`src/rtl/hams_sorted_serializer.sv`:
```
// Sorted-vector serializer: a two-slot ping-pong buffer of full sorted vectors
// drained one element per cycle in ascending index order, with a sticky
// overflow flag for vectors that arrive while both slots are occupied.

package hams_pkg;
  localparam int unsigned NUM_ELEMENTS = 8;

  typedef struct packed {
    logic [7:0] key;
    logic [7:0] data;
  } pair;
endpackage

module hams_sorted_serializer
  import hams_pkg::*;
#(
  localparam int unsigned IDX_W = $clog2(NUM_ELEMENTS)
) (
  input  logic                   clk,
  input  logic                   rst_n,
  input  pair [NUM_ELEMENTS-1:0] sorted,
  input  logic                   valid,
  output logic                   ready_o,
  output pair                    out_elem,
  output logic                   out_valid,
  input  logic                   out_ready,
  output logic                   out_last,
  output logic [IDX_W-1:0]       out_idx,
  output logic                   overflow,
  input  logic                   clear_ovf
);

  typedef enum logic [1:0] {
    EMPTY = 2'd0,
    ONE   = 2'd1,
    FULL  = 2'd2
  } occ_t;

  localparam logic [IDX_W-1:0] LAST_IDX = IDX_W'(NUM_ELEMENTS - 1);

  occ_t                   count;
  logic                   wp;
  logic                   rp;
  logic [IDX_W-1:0]       idx;
  pair [NUM_ELEMENTS-1:0] slot [2];

  logic accept;
  logic handshake;
  logic rel;
  logic drop;

  // Handshake decode; ready_o depends on registered occupancy only, so a
  // release in the FULL state never frees a slot in the same cycle.
  always_comb begin
    ready_o   = (count != FULL);
    out_valid = (count != EMPTY);
    out_elem  = slot[rp][idx];
    out_idx   = idx;
    out_last  = out_valid && (idx == LAST_IDX);
    accept    = valid && ready_o;
    handshake = out_valid && out_ready;
    rel       = handshake && (idx == LAST_IDX);
    drop      = valid && !ready_o;
  end

  // Occupancy FSM, pointers, element index and sticky overflow flag.
  always_ff @(posedge clk or negedge rst_n) begin
    if (!rst_n) begin
      count    <= EMPTY;
      wp       <= 1'b0;
      rp       <= 1'b0;
      idx      <= '0;
      overflow <= 1'b0;
    end else begin
      if (accept) begin
        wp <= ~wp;
      end

      if (handshake) begin
        if (idx == LAST_IDX) begin
          idx <= '0;
          rp  <= ~rp;
        end else begin
          idx <= idx + IDX_W'(1);
        end
      end

      unique case (count)
        EMPTY: begin
          if (accept) count <= ONE;
        end
        ONE: begin
          if (accept && !rel)      count <= FULL;
          else if (rel && !accept) count <= EMPTY;
        end
        FULL: begin
          if (rel) count <= ONE;
        end
        default: count <= EMPTY;
      endcase

      // A drop in the same cycle as a clear keeps the flag set.
      if (drop) begin
        overflow <= 1'b1;
      end else if (clear_ovf) begin
        overflow <= 1'b0;
      end
    end
  end

  // Vector storage; deliberately not reset, contents are only observed while
  // out_valid is high.
  always_ff @(posedge clk) begin
    if (accept) begin
      slot[wp] <= sorted;
    end
  end

endmodule

```
`config.mk`:
```
export PLATFORM = sky130hd
export DESIGN_NAME = hams_sorted_serializer
export DESIGN_NICKNAME = d
export VERILOG_FILES = /design/src/rtl/hams_sorted_serializer.sv
export SDC_FILE = /design/constraint.sdc
export NUM_CORES = 1
export LEC_CHECK = 0
export ABC_CLOCK_PERIOD_IN_PS = 11000
export CORE_AREA = 2 2 146 148
export DETAILED_ROUTE_END_ITERATION = 8
export DIE_AREA = 0 0 148 150
export GPL_TIMING_DRIVEN = 0
export PLACE_DENSITY_LB_ADDON = 0.15
export SYNTH_ARGS = -nofsm -noshare
export SYNTH_HDL_FRONTEND = slang
export SYNTH_SLANG_ARGS = --single-unit
export TNS_END_PERCENT = 1
```
`constraint.sdc`:
```
create_clock -name clk -period 11 [get_ports clk]
set_clock_uncertainty 0.05 [all_clocks]
set_input_delay 2.2 -clock clk [delete_from_list [all_inputs] [get_ports clk]]
set_output_delay 2.2 -clock clk [all_outputs]
set_load 0.03 [all_outputs]
```
==> impl_metrics.toml, run 1 <==
[critical_path]
startpoint_type = "flip-flop"
critPathArrivalTime_ns = 3.33
end_kind = "primary output"
worstPathRequired_ns = 8.75
criticalPathCategory = "reg -> out"
critPathMaxFanout = 10

[sta]
setup_violations = 0
holdWs_ns = 0.484
fin_crit_sh = 0.507
max_clock_freq_mhz = 179
worst_pin_slew_ns = 0.787
rsz0062_at_grt = "no"
finalHoldViolations = 0
period_minus_slack_ns = 5.58
max-slew-margin-rel = 0.475
drv_slew = 0

[place]
place.gp.congestion = 0.790
place_inst = 867
io_buffers = 155
hpwl_um = 14600

[logic_synthesis]
syn_nets = 567
yosys.area_share.adder = 0.00372
yosysMostFrequentCell = "edfxtp_1"
synth_top_cell_by_area = "edfxtp_1"
synthFlopType = "edfxtp_1"
syn_area_per_cell_um2 = 23.4
synthSimpleGateAreaFrac = 0.0162
syn_inst = 431
synth-compound-area-share = 0.0279
synthTopCellsByArea = "edfxtp_1, mux4_2, mux4_1"
synth_mux_area_frac = 0.152
yosysSeqAreaShare = 0.781
synth_top_cell_area_share = 0.762
yosysUniqueCellTypes = 32
syn_area_um2 = 10100
ys_top_cells_by_count = "edfxtp_1, mux4_2, a22oi_1"
ys_ff_latch = 264
synth_top_family_by_area = "multiplexers"
synthXorXnorAreaFrac = 0.00174
async_reset_ff_frac = 0.0303
ys_warn_count = 0
synth-edff-count = 256

[layout]
multi_input_area_um2 = 2050
regArea_um2 = 7890
area_growth_pct = 28.5
instances_no_fill = 917
utilization = 0.627
drive_gt1_frac = 0.153
diodes = 0
nNetsFinal = 757
nFillCells = 1489

[drt]
viasPerCell = 5.49
vias = 5031
first_pass_iters = 5
drc = 0
ant_nets = 0
wl_um = 21100
avgRoutedWirePerCell_um = 23.0
drt-initial-drc-count = 329

[global_route]
grt_pass1_wl_um = 31200
met3_usage = 0.0372
grt_pass1_vias = 5357
grt_use_met2 = 0.316
use_met1 = 0.267
grt-ovfl-total = 0
grt.busiest_layer = "met2"
grt_max_degree = 54
grtUsageTotal = 0.191
antenna_found_initial = 1

[die]
design.core.area_um2 = 20700
dieArea_um2 = 22200
die_h_um = 150
fp.dieW_um = 148
io_pins = 156
start_util = 0.488
num_rows = 53

[clock_network]
cts_tree = "built"
h-tree-depth = 1
post_cts_resized = 0
clk_latency_ns = 0.52
numCtsBuffers = 27
holdBufCountCts = 0
cts_sinks = 264
cts-root-buf = "clkbuf_16"
cts.path.max_buffers = 3
postCtsSetupBuffers = 0
clkTransAtPathRegs_ns = 0.06

[min_path]
hold_class = "reg -> reg"

[outcome]
status = "finished, final reports clean"

[power]
cellLeakagePower_nw = 4.34
power.density_nw_per_um2 = 269
irDropWorstVdd_mv = 0.144

[job]
maxCapViolations = 0
==> worst max-delay path, cell delays in order, from the launching register on <==
cell and delay [ns]:
dfrtp_1 0.45, buf_2 0.30, clkbuf_1 0.55, mux4_2 0.42, a22oi_1 0.33, nand2_1 0.13
clkdlybuf4s50_1 0.62
==> final timing paths <==
kind | from | end | depth (start not counted) | slack [ns]
min reg2reg | overflow | overflow | 2 | 0.48
max reg2reg | count[1] | slot[0][54] | 6 | 8.50
max in group asynchronous | rst_n | count[0] | 1 | 8.71
min in group asynchronous | rst_n | wp | 1 | 1.91
min | overflow | overflow | 2 | 0.48
max | out_idx[0] | out_elem[9] | 6 | 5.42
==> routing by layer <==
layer / vias up / wire length [um] / share of wire
met3: 26 / 1310 / 0.062
li1: 2249 / - / -
met4: 0 / 345 / 0.016
met1: 2600 / 8750 / 0.41
met2: 156 / 10700 / 0.51
met5: - / 0 / 0
==> kinds of logic (layout without fill, tap and decap cells) <==
family                     count (synthesis)  count (layout)
AOI/OAI and AO/OA                         39              39
muxes                                     65              65
adders and majority gates                  3               3
xor gates and xnor gates                   2               2
and+or+nand+nor                           34              34
buffers and inverters                     24             235
DFF                                      264             264
==> sequential cells by signal, summed over array words and instances, names as in the netlist <==
signal,flops
count,2
out_idx,3
overflow,1
rp,1
slot,256
wp,1
==> layout by cell type (no fill, tap or decap), types with 3 or more instances in the layout <==
cell type,n
inv_1,3
buf_12,5
nand2_1,18
edfxtp_1,256
clkbuf_1,15
dfrtp_1,8
clkbuf_16,27
ha_1,3
buf_2,5
buf_16,3
clkinv_1,10
clkdlybuf4s50_1,155
a22oi_1,32
mux4_2,42
buf_8,3
mux4_1,22
clkinv_2,3
==> cell type report <==
class,count,share of cell area
Buffer,21,0.0123
Clock buffer,33,0.0538
Clock inverter,17,0.00994
Inverter,3,0.000868
Multi-Input combinational cell,143,0.158
Sequential cell,264,0.608
Tap cell,275,0.0265
Timing Repair Buffer,161,0.131
==> per-stage QoR <==
stage	instance area, um2	worst slack (ns)	total power (W)	TNS (ns)
after global routing	13000	5.23	0.00366	0
after detailed placement	12100	5.91	0.00269	0
after floorplan	10100	2.71	0.00222	0
after global placement	12000	-0.457	0.00267	-57.51
after CTS	13000	5.33	0.00354	0
final	13000	5.42	0.00349	0
==> where the power goes <==
group	total, W	internal (W)	leakage, nW	switching, W
logic	0.00121	0.000541	1.45	0.000666
clock network	0.000850	0.000496	0.400	0.000354
registers	0.00144	0.00137	2.49	0.0000621
Note: power is estimated with default switching activity, not from simulation.
==> inputs of run 2 (changes only) <==
--- a/config.mk
+++ b/config.mk
@@ -5,7 +5,7 @@
 export SDC_FILE = /design/constraint.sdc
 export NUM_CORES = 1
 export LEC_CHECK = 0
-export ABC_CLOCK_PERIOD_IN_PS = 11000
+export ABC_CLOCK_PERIOD_IN_PS = 5700
 export CORE_AREA = 2 2 146 148
 export DETAILED_ROUTE_END_ITERATION = 8
 export DIE_AREA = 0 0 148 150
==> constraint.sdc (replaced) <==
create_clock -name clk -period 5.7 [get_ports clk]
set_clock_uncertainty 0.05 [all_clocks]
set_input_delay 1.14 -clock clk [delete_from_list [all_inputs] [get_ports clk]]
set_output_delay 1.14 -clock clk [all_outputs]
set_load 0.03 [all_outputs]
==> impl_metrics.toml, run 2 (same netlist as run 1, synthesis figures left out) <==
[clock_network]
holdBufCountCts = 0
cts-root-buf = "clkbuf_16"
cts_tree = "built"
clkTransAtPathRegs_ns = 0.06
post_cts_resized = 0
clk_latency_ns = 0.52
cts.path.max_buffers = 3
h-tree-depth = 1
cts_sinks = 264
postCtsSetupBuffers = 0
numCtsBuffers = 27

[critical_path]
critPathMaxFanout = 10
worstPathRequired_ns = 4.51
criticalPathCategory = "reg -> out"
startpoint_type = "flip-flop"
end_kind = "primary output"
critPathArrivalTime_ns = 3.50

[global_route]
use_met1 = 0.265
met3_usage = 0.0405
grt_use_met2 = 0.317
grt_pass1_wl_um = 31200
grtUsageTotal = 0.191
antenna_found_initial = 1
grt-ovfl-total = 0
grt_pass1_vias = 5273
grt.busiest_layer = "met2"
grt_max_degree = 67

[power]
irDropWorstVdd_mv = 0.299
power.density_nw_per_um2 = 515
cellLeakagePower_nw = 4.29

[drt]
vias = 5034
drc = 0
first_pass_iters = 4
drt-initial-drc-count = 317
avgRoutedWirePerCell_um = 23.0
wl_um = 20900
ant_nets = 0
viasPerCell = 5.53

[place]
place_area_um2 = 12100
hpwl_um = 14100
io_buffers = 155
place.gp.congestion = 0.758

[job]
maxCapViolations = 0

[min_path]
hold_class = "reg -> reg"

[sta]
finalHoldViolations = 0
worst_pin_slew_ns = 0.927
period_minus_slack_ns = 4.69
rsz0062_at_grt = "no"
drv_slew = 0
holdWs_ns = 0.484
max-slew-margin-rel = 0.382
setup_violations = 0
fin_crit_sh = 0.823
max_clock_freq_mhz = 213

[layout]
area_growth_pct = 27.4
final_area_um2 = 12900
mostFrequentLayoutCells = "edfxtp_1, clkdlybuf4s50_1, mux4_2"
nFillCells = 1517
drive_gt1_frac = 0.147
final_common_cell = "edfxtp_1"
largest_reg_flops = 256
nNetsFinal = 756
utilization = 0.621
largest_register = "slot"

[outcome]
status = "finished, final reports clean"

[die]
design.core.area_um2 = 20700
die_h_um = 150
dieArea_um2 = 22200
start_util = 0.488
num_rows = 53
fp.dieW_um = 148
io_pins = 156
-- run 2: through the flow --
step | worst slack [ns] | setup TNS [ns] | instances | total power (W)
after floorplan | 0.630 | 0 | 431 | 0.00426
after global placement | -1.51 | -314.86 | 861 | 0.00513
after detailed placement | 1.57 | 0 | 866 | 0.00517
after CTS | 1.01 | 0 | 909 | 0.00671
after global routing | 0.877 | 0 | 910 | 0.00692
final | 1.01 | 0 | 910 | 0.00661
-- run 2: final timing paths --
check	startpoint	endpoint	slack (ns)	cells after the start
max in group asynchronous	rst_n	overflow	4.47	1
max reg2reg	count[1]	slot[1][101]	3.47	3
max	out_idx[0]	out_elem[9]	1.01	6
min reg2reg	overflow	overflow	0.48	2
min	overflow	overflow	0.48	2
min in group asynchronous	rst_n	out_idx[2]	0.85	1
-- run 2: layer usage --
metal / wire length [um] / share of wire
met5: 0 / 0
met2: 10500 / 0.50
met4: 424 / 0.020
met3: 1350 / 0.064
met1: 8650 / 0.41
-- run 2: layout make-up --
type	count	area, um2	area share
Clock buffer	35	706	0.0549
Multi-Input combinational cell	143	2050	0.159
Inverter	3	11.3	0.000876
Buffer	21	159	0.0124
Timing Repair Buffer	160	1660	0.129
Antenna cell	1	2.50	0.000195
Sequential cell	264	7890	0.614
Clock inverter	8	37.5	0.00292
Tap cell	275	344	0.0268
-- run 2: worst max-delay path, cell delays in order (launching register included) --
cell,delay [ns]
dfrtp_1,0.47
buf_2,0.34
clkbuf_1,0.58
mux4_2,0.42
a22oi_1,0.38
nand2_1,0.16
clkdlybuf4s50_1,0.63
-- run 2: where the power goes --
part | leakage [nW] | switching [W] | internal (W) | total, W
Sequential | 2.49 | 0.000119 | 0.00265 | 0.00277
Clock | 0.362 | 0.000669 | 0.000859 | 0.00153
Combinational | 1.43 | 0.00129 | 0.00103 | 0.00232
Total | 4.29 | 0.00207 | 0.00454 | 0.00661
==> inputs of run 3 (changes only) <==
--- a/config.mk
+++ b/config.mk
@@ -5,10 +5,10 @@
 export SDC_FILE = /design/constraint.sdc
 export NUM_CORES = 1
 export LEC_CHECK = 0
-export ABC_CLOCK_PERIOD_IN_PS = 5700
-export CORE_AREA = 2 2 146 148
+export ABC_CLOCK_PERIOD_IN_PS = 4200
+export CORE_AREA = 2 2 149 151
 export DETAILED_ROUTE_END_ITERATION = 8
-export DIE_AREA = 0 0 148 150
+export DIE_AREA = 0 0 151 153
 export GPL_TIMING_DRIVEN = 0
 export PLACE_DENSITY_LB_ADDON = 0.15
 export SYNTH_ARGS = -nofsm -noshare
==> constraint.sdc (replaced) <==
create_clock -name clk -period 4.2 [get_ports clk]
set_clock_uncertainty 0.05 [all_clocks]
set_input_delay 0.84 -clock clk [delete_from_list [all_inputs] [get_ports clk]]
set_output_delay 0.84 -clock clk [all_outputs]
set_load 0.03 [all_outputs]
==> impl_metrics.toml, run 3 (same netlist as run 1, synthesis figures left out) <==
[power]
power_switching_share = 0.309
cellLeakagePower_nw = 4.38
internal_power_w = 0.00641
power_w = 0.00928
p_comb_frac = 0.341
pwr-share-clk = 0.254
switchingPower_w = 0.00287
irDropWorstVdd_mv = 0.318
pwr-share-seq = 0.405
power.density_nw_per_um2 = 714

[layout]
drive_gt1_frac = 0.171
mostFrequentLayoutCells = "edfxtp_1, clkdlybuf4s50_1, mux4_2"
diodes = 0
regArea_um2 = 7890
largest_register = "slot"
nFillCells = 1523
largest_reg_flops = 256
area_growth_pct = 28.8
utilization = 0.605
nNetsFinal = 756
final_common_cell = "edfxtp_1"
instances_no_fill = 919
multi_input_area_um2 = 2050

[drt]
ant_nets = 0
drc = 0
drt-initial-drc-count = 230
first_pass_iters = 4
viasPerCell = 5.47
avgRoutedWirePerCell_um = 23.2
wl_um = 21300
vias = 5028

[global_route]
grt_pass1_vias = 5539
grt_max_degree = 66
grtUsageTotal = 0.188
antenna_found_initial = 0
grt_pass1_wl_um = 31900
grt-ovfl-total = 0

[sta]
max-slew-margin-rel = 0.359
drv_slew = 0
rsz0062_at_grt = "no"
period_minus_slack_ns = 4.05
finalHoldViolations = 0
worst_pin_slew_ns = 0.962
max_clock_freq_mhz = 247
holdWs_ns = 0.504
setup_violations = 0
fin_crit_sh = 0.965

[clock_network]
numCtsBuffers = 27
h-tree-depth = 1
clkTransAtPathRegs_ns = 0.06
clk_latency_ns = 0.51
cts_tree = "built"
cts-root-buf = "clkbuf_16"
cts_sinks = 264
holdBufCountCts = 0
cts.path.max_buffers = 3
postCtsSetupBuffers = 0

[critical_path]
startpoint_type = "flip-flop"
critPathMaxFanout = 10
critPathArrivalTime_ns = 3.16
end_kind = "primary output"
reg2reg_setup_slack_ns = 1.90
worstPathRequired_ns = 3.31
criticalPathCategory = "reg -> out"

[die]
num_rows = 54
io_pins = 156
die_h_um = 153
fp.dieW_um = 151
start_util = 0.470
dieArea_um2 = 23100
design.core.area_um2 = 21500

[place]
place_inst = 871
hpwl_um = 14500
place.gp.congestion = 0.778
io_buffers = 155

[outcome]
status = "finished, final reports clean"

[min_path]
hold_class = "reg -> reg"

[job]
maxCapViolations = 0
run 3: power groups by stage:
stage | Combinational [W] | Sequential (W) | Clock [W]
6_report | 0.00316 | 0.00376 | 0.00236
5_1_grt | 0.00338 | 0.00382 | 0.00251
4_1_cts | 0.00324 | 0.00377 | 0.00241
3_5_place_dp | 0.00323 | 0.00382 | 0
3_3_place_gp | 0.00311 | 0.00387 | 0
2_1_floorplan | 0.00193 | 0.00384 | 0
run 3: final timing paths:
kind,from,end,depth (start not counted)
max in group asynchronous,rst_n,overflow,1
max,out_idx[0],out_elem[8],6
min reg2reg,overflow,overflow,2
min in group asynchronous,rst_n,wp,1
max reg2reg,count[0],slot[1][43],3
min,overflow,overflow,2
run 3: repair_timing:
item,4_1_cts,5_1_grt
endpoints found under the setup margin,5,8
gates cloned,0,0
hold endpoints to repair,0,0
resized for setup,2,11
run 3: area by class of cell:
cell class | count | area share
multi-input combinational | 143 | 0.158
clock inverter | 20 | 0.0149
clock buffer | 28 | 0.0523
sequential | 264 | 0.607
tap | 280 | 0.0270
inverter | 3 | 0.000866
timing repair buffer | 160 | 0.128
buffer | 21 | 0.0129
run 3: through the flow:
step | instance area, um2 | setup TNS (ns) | setup slack [ns]
finish | 13000 | 0 | 0.147
floorplan | 10100 | -22.37 | -0.175
CTS | 13000 | 0 | 0.00506
global placement | 12000 | -357.65 | -2.18
detailed placement | 12100 | 0 | 0.392
global route | 13000 | 0 | 0.00489
run 3: critical path, stage by stage (launching register included):
cell             delay, ns
dfrtp_1               0.46
buf_2                 0.31
clkbuf_2              0.35
mux4_2                0.35
a22oi_1               0.41
nand2_1               0.14
clkdlybuf4s50_1       0.63
run 3: metal layers:
layer / wire length, um / global-route usage
met5: 0 / 0
met4: 326 / 0.0387
met3: 1280 / 0.0349
met2: 10800 / 0.318
met1: 8850 / 0.259
